### src/rtl/cmp_feed_pkg.sv
// Shared types and constants for the byte-serial comparator operand feeder.
package cmp_feed_pkg;

  localparam int WIDTH_DEF = 32;
  localparam int BYTE_W    = 8;

  typedef enum logic [1:0] {
    LOAD_A = 2'd0,
    LOAD_B = 2'd1,
    EVAL   = 2'd2,
    HOLD   = 2'd3
  } state_e;

endpackage

### src/rtl/cmp_byte_feeder_operand_byte_reg.sv
// WIDTH-bit operand register written one byte at a time at a byte index.
module operand_byte_reg
  import cmp_feed_pkg::*;
#(
  parameter int WIDTH = WIDTH_DEF,
  parameter int IDX_W = 2
) (
  input  logic              clk,
  input  logic              rst,
  input  logic              we_i,
  input  logic [IDX_W-1:0]  sel_i,
  input  logic [BYTE_W-1:0] data_i,
  output logic [WIDTH-1:0]  q_o
);

  localparam int NBYTES = WIDTH / BYTE_W;

  logic [WIDTH-1:0] q_q;

  // Byte-lane write; lanes not selected keep their contents.
  always_ff @(posedge clk) begin
    if (rst) begin
      q_q <= '0;
    end else if (we_i) begin
      for (int k = 0; k < NBYTES; k++) begin
        if (sel_i == IDX_W'(k)) begin
          q_q[k*BYTE_W +: BYTE_W] <= data_i;
        end
      end
    end
  end

  assign q_o = q_q;

endmodule

### src/rtl/cmp_byte_feeder.sv
// Loads an operand pair from a byte stream, holds it for the external
// comparator, and returns the sampled result on a valid/ready output.
module cmp_byte_feeder
  import cmp_feed_pkg::*;
#(
  parameter int WIDTH = WIDTH_DEF,
  parameter int CNT_W = 8
) (
  input  logic              clk,
  input  logic              rst,
  input  logic              in_valid,
  output logic              in_ready,
  input  logic [BYTE_W-1:0] in_data,
  input  logic              in_last,
  output logic [WIDTH-1:0]  op_a,
  output logic [WIDTH-1:0]  op_b,
  input  logic              lteq_i,
  output logic              res_valid,
  input  logic              res_ready,
  output logic              res_lteq,
  output logic              err_pulse,
  output logic [CNT_W-1:0]  drop_cnt
);

  localparam int NBYTES = WIDTH / BYTE_W;
  localparam int IDX_W  = (NBYTES > 1) ? $clog2(NBYTES) : 1;
  localparam logic [IDX_W-1:0] LAST_IDX = IDX_W'(NBYTES - 1);

  state_e           state_q;
  logic [IDX_W-1:0] cnt_q;
  logic             in_ready_q;
  logic             res_valid_q;
  logic             res_lteq_q;
  logic             err_pulse_q;
  logic [CNT_W-1:0] drop_cnt_q;
  logic [CNT_W-1:0] drop_cnt_d;

  logic accept;
  logic we_a;
  logic we_b;
  logic last_byte;

  assign accept     = in_valid & in_ready_q;
  assign we_a       = accept & (state_q == LOAD_A);
  assign we_b       = accept & (state_q == LOAD_B);
  assign last_byte  = (cnt_q == LAST_IDX);
  assign drop_cnt_d = (drop_cnt_q == {CNT_W{1'b1}}) ? drop_cnt_q : drop_cnt_q + CNT_W'(1);

  operand_byte_reg #(.WIDTH(WIDTH), .IDX_W(IDX_W)) u_reg_a (
    .clk    (clk),
    .rst    (rst),
    .we_i   (we_a),
    .sel_i  (cnt_q),
    .data_i (in_data),
    .q_o    (op_a)
  );

  operand_byte_reg #(.WIDTH(WIDTH), .IDX_W(IDX_W)) u_reg_b (
    .clk    (clk),
    .rst    (rst),
    .we_i   (we_b),
    .sel_i  (cnt_q),
    .data_i (in_data),
    .q_o    (op_b)
  );

  // Frame FSM: byte counter, framing checks, result capture and handshake.
  always_ff @(posedge clk) begin
    if (rst) begin
      state_q     <= LOAD_A;
      cnt_q       <= '0;
      in_ready_q  <= 1'b0;
      res_valid_q <= 1'b0;
      res_lteq_q  <= 1'b0;
      err_pulse_q <= 1'b0;
      drop_cnt_q  <= '0;
    end else begin
      err_pulse_q <= 1'b0;
      case (state_q)
        LOAD_A: begin
          in_ready_q <= 1'b1;
          if (accept) begin
            if (in_last) begin
              cnt_q       <= '0;
              err_pulse_q <= 1'b1;
              drop_cnt_q  <= drop_cnt_d;
            end else if (last_byte) begin
              state_q <= LOAD_B;
              cnt_q   <= '0;
            end else begin
              cnt_q <= cnt_q + IDX_W'(1);
            end
          end
        end
        LOAD_B: begin
          in_ready_q <= 1'b1;
          if (accept) begin
            if (last_byte && in_last) begin
              state_q    <= EVAL;
              cnt_q      <= '0;
              in_ready_q <= 1'b0;
            end else if (last_byte || in_last) begin
              state_q     <= LOAD_A;
              cnt_q       <= '0;
              err_pulse_q <= 1'b1;
              drop_cnt_q  <= drop_cnt_d;
            end else begin
              cnt_q <= cnt_q + IDX_W'(1);
            end
          end
        end
        EVAL: begin
          // Operands have been stable for a full period by this edge.
          res_lteq_q <= lteq_i;
          state_q    <= HOLD;
        end
        HOLD: begin
          if (res_valid_q && res_ready) begin
            res_valid_q <= 1'b0;
            in_ready_q  <= 1'b1;
            state_q     <= LOAD_A;
          end else begin
            res_valid_q <= 1'b1;
          end
        end
        default: begin
          state_q     <= LOAD_A;
          cnt_q       <= '0;
          in_ready_q  <= 1'b0;
          res_valid_q <= 1'b0;
        end
      endcase
    end
  end

  assign in_ready  = in_ready_q;
  assign res_valid = res_valid_q;
  assign res_lteq  = res_lteq_q;
  assign err_pulse = err_pulse_q;
  assign drop_cnt  = drop_cnt_q;

endmodule

### config.mk
export PLATFORM = sky130hd
export DESIGN_NAME = cmp_byte_feeder
export DESIGN_NICKNAME = d
export VERILOG_FILES = /design/src/rtl/cmp_feed_pkg.sv /design/src/rtl/cmp_byte_feeder_operand_byte_reg.sv /design/src/rtl/cmp_byte_feeder.sv
export SDC_FILE = /design/constraint.sdc
export NUM_CORES = 1
export LEC_CHECK = 0
export CORE_AREA = 2 2 85 87
export DETAILED_ROUTE_END_ITERATION = 6
export DIE_AREA = 0 0 87 89
export GPL_ROUTABILITY_DRIVEN = 0
export PLACE_DENSITY = 0.78
export SLEW_MARGIN = 0
export SYNTH_ARGS = -nofsm -noshare
export SYNTH_HDL_FRONTEND = slang
export SYNTH_SLANG_ARGS = --single-unit
### constraint.sdc
create_clock -name clk -period 1.99 [get_ports clk]
set_input_delay 0.2985 -clock clk [delete_from_list [all_inputs] [get_ports clk]]
set_output_delay 0.2985 -clock clk [all_outputs]
set_load 0.02 [all_outputs]
==> results.yml <==
outcome:
  status: "complete, no violations"
clock_network:
  cts_setup_buffers: 0
  ctsHtreeMaxLevel: 3
  worstSkewPairLatency_ps: 350
  ctsHoldBuffers: 0
  clk_path_buf_depth: 2
  cts.sinks: 80
  cts_buffers: 9
  clk_pin_slew_ps: 80
  post_cts_resize_count: 0
  cts_tree: "done"
  cts_root_buf: "clkbuf_8"
power_and_ir_drop:
  p_switching_w: 0.000760
  clockPowerShare: 0.380
  power.leakage_nw: 1.45
  max-vdd-ir-drop_mv: 0.519
  p_seq_frac: 0.549
  power_density_nw_per_um2: 678
  switching_share: 0.257
  pwr-share-comb: 0.071
  intPower_w: 0.00220
global_route:
  antenna_found_initial: 0
  grt_overflow: 0
  grt_pass1_vias: 2804
  track_usage: 0.226
  grt_pass1_wl_um: 13600
  grt_max_degree: 38
floorplan:
  rows: 30
  io-pin-count: 90
  start_util: 0.469
  die_w_um: 87
  die_area_sq_um: 7740
  dieHeight_um: 89
  coreArea_sq_um: 6720
sta:
  setup_viol: 0
  worstMarginPinSlew_ps: 681
  setup_tns_ps: 0
  fin_crit_ps: 1890
  max_freq_mhz: 530
  relSlewSlack: 0.546
  skew_ps: 13.0
  fin_hold_ws_ps: 448
  fin_crit_sh: 0.948
  drv_slew: 0
  rsz0062_at_grt: "no"
  hold_viol_final: 0
routing:
  drc_errors: 0
  drt_pass1_iterations: 4
  wl_per_cell_um: 15.4
  wl_met1_um: 3710
  wl_met2_um: 4190
  postRouteAntennaNets: 0
  vias_per_cell: 5.50
  drt-initial-drc-count: 152
  wl_um: 8570
  vias: 3065
  met3_length_um: 574
  route.top_layer_used: "met4"
critical_path:
  crit_family: "compound AO/OA/AOI/OAI gates"
  cp-end-kind: "flop"
  crit_chain: "ha_1 -> a21oi_1 -> a311o_1 -> nor4_1 -> mux2_1"
  timing.critical_path.fanout_max: 6
  worstSetupStartpointType: "flop"
  cp.arrival_ps: 2120
  cp.buffers_inverters: 0
  worstSetupPathType: "reg -> reg"
  cp.required_ps: 2230
  crit_path_top_delay_cell: "dfxtp_1"
  crit_path_max_incr_delay_ps: 430
yosys:
  synth_top_flop_cell: "dfxtp_1"
  synthCells: 388
  ys_warn_count: 0
  synth-async-reset-ratio: 0
  ys_seq_elements: 80
  synth_edf_count: 0
  syn_nets: 408
  synth.avg_cell_area_sq_um: 8.11
  synth_area_sq_um: 3150
  ys_types: 36
  seq_area_frac_synth: 0.509
place:
  io_buffers: 89
  dpl.cell_count: 541
  hpwlAfterDp_um: 5950
finish:
  num_antenna_cells: 0
  finalNonFillerCells: 557
  fill_cells: 576
  post-route-util: 0.650
  multi_input_area_sq_um: 1400
  nNetsFinal: 492
  syn_to_final_growth_pct: 38.7
  layout-drive-gt1-share: 0.0818
  seqCellArea_sq_um: 1600
run:
  cap_violations: 0
min_path:
  min_path_type: "in -> reg"
## sequential cells by signal, summed over array words and instances (netlist names), named ones only
name,count
in_ready,1
drop_cnt,8
cnt_q,2
res_lteq,1
u_reg_b.q_o,32
u_reg_a.q_o,32
err_pulse,1
state_q,1
res_valid,1
## per-layer routing
metal,GRT usage,vias to the layer above
met5,0,-
met4,0.0838,0
met3,0.0369,7
met2,0.373,114
met1,0.300,1430
li1,-,1514
## worst reg2reg max path, delay by kind of cell (launching register included)
family | cells | cell delay, ps
AOI/OAI and AO/OA | 2 | 440
adders and majority gates | 1 | 210
DFF | 1 | 430
muxes | 1 | 360
and+or+nand+nor | 1 | 340
## layout by cell type, fill, tap and decap left out, drive strengths merged, types with 2 or more instances in the layout
master and n:
o41ai 2, o21ai 3, dfxtp 80, nor2b 2
a21oi 73, or3 2, mux2 2, nor4 3
o21a 2, clkdlybuf4s50 88, nand2 77, buf 20
ha 6, inv 8, clkinvlp 2, nor2 7
nand4 3, or4 2, clkbuf 10, nand3 68
## synthesized netlist by cell type (2+ instances only)
library cell,n,area share
clkbuf_1,26,0.031
nand2_1,77,0.092
nand4_1,3,0.0060
nand3_1,68,0.11
inv_1,5,0.0060
nor2_1,7,0.0083
or4_1,2,0.0048
or3_1,2,0.0040
a21oi_1,73,0.12
o41ai_1,2,0.0056
nor2b_1,2,0.0040
nor4_1,3,0.0060
ha_1,6,0.024
buf_2,6,0.0095
o21a_1,2,0.0048
buf_1,3,0.0036
dfxtp_1,80,0.51
o21ai_0,3,0.0048
## power groups by stage
stage | clock network (W) | logic (W) | registers, W
final | 0.00112 | 0.000209 | 0.00163
after global placement | 0 | 0.000203 | 0.00166
after CTS | 0.00115 | 0.000207 | 0.00163
after detailed placement | 0 | 0.000207 | 0.00166
after floorplan | 0 | 0.0000906 | 0.00168
after global routing | 0.00122 | 0.000223 | 0.00163
## cell type report
type	count	share of cell area
clock inverters	6	0.0115
well taps	80	0.0229
multi-input cells	268	0.322
flip-flops and latches	80	0.367
repair buffers	108	0.241
inverters	5	0.00430
clock buffers	10	0.0315
## cells by family (layout without fill, tap and decap cells)
| group | count (synthesis) | count (layout) | synth area share |
|---|---|---|---|
| DFF | 80 | 80 | 0.509 |
| adders and majority gates | 6 | 6 | 0.0238 |
| muxes | 3 | 3 | 0.0103 |
| AOI/OAI and AO/OA | 88 | 88 | 0.153 |
| buffers and inverters | 40 | 129 | 0.0501 |
| and+or+nand+nor | 171 | 171 | 0.254 |
## worst paths after layout
check | startpoint | end | slack [ps] | depth (start not counted)
max | cnt_q[0] | drop_cnt[5] | 100 | 5
min | rst | err_pulse | 450 | 2
max reg2reg | cnt_q[0] | drop_cnt[5] | 100 | 5
min reg2reg | u_reg_a.q_o[14] | u_reg_a.q_o[14] | 460 | 2
## through the flow
step           area (sq um)  setup WS [ps]  total power [W]
6_report               4370            104          0.00296
5_1_grt                4370           19.2          0.00307
4_1_cts                4370            112          0.00298
3_3_place_gp           4180          -95.5          0.00187
2_1_floorplan          3150            202          0.00177
3_5_place_dp           4180           -131          0.00187
No activity file was read; power rests on OpenSTA's default activity.
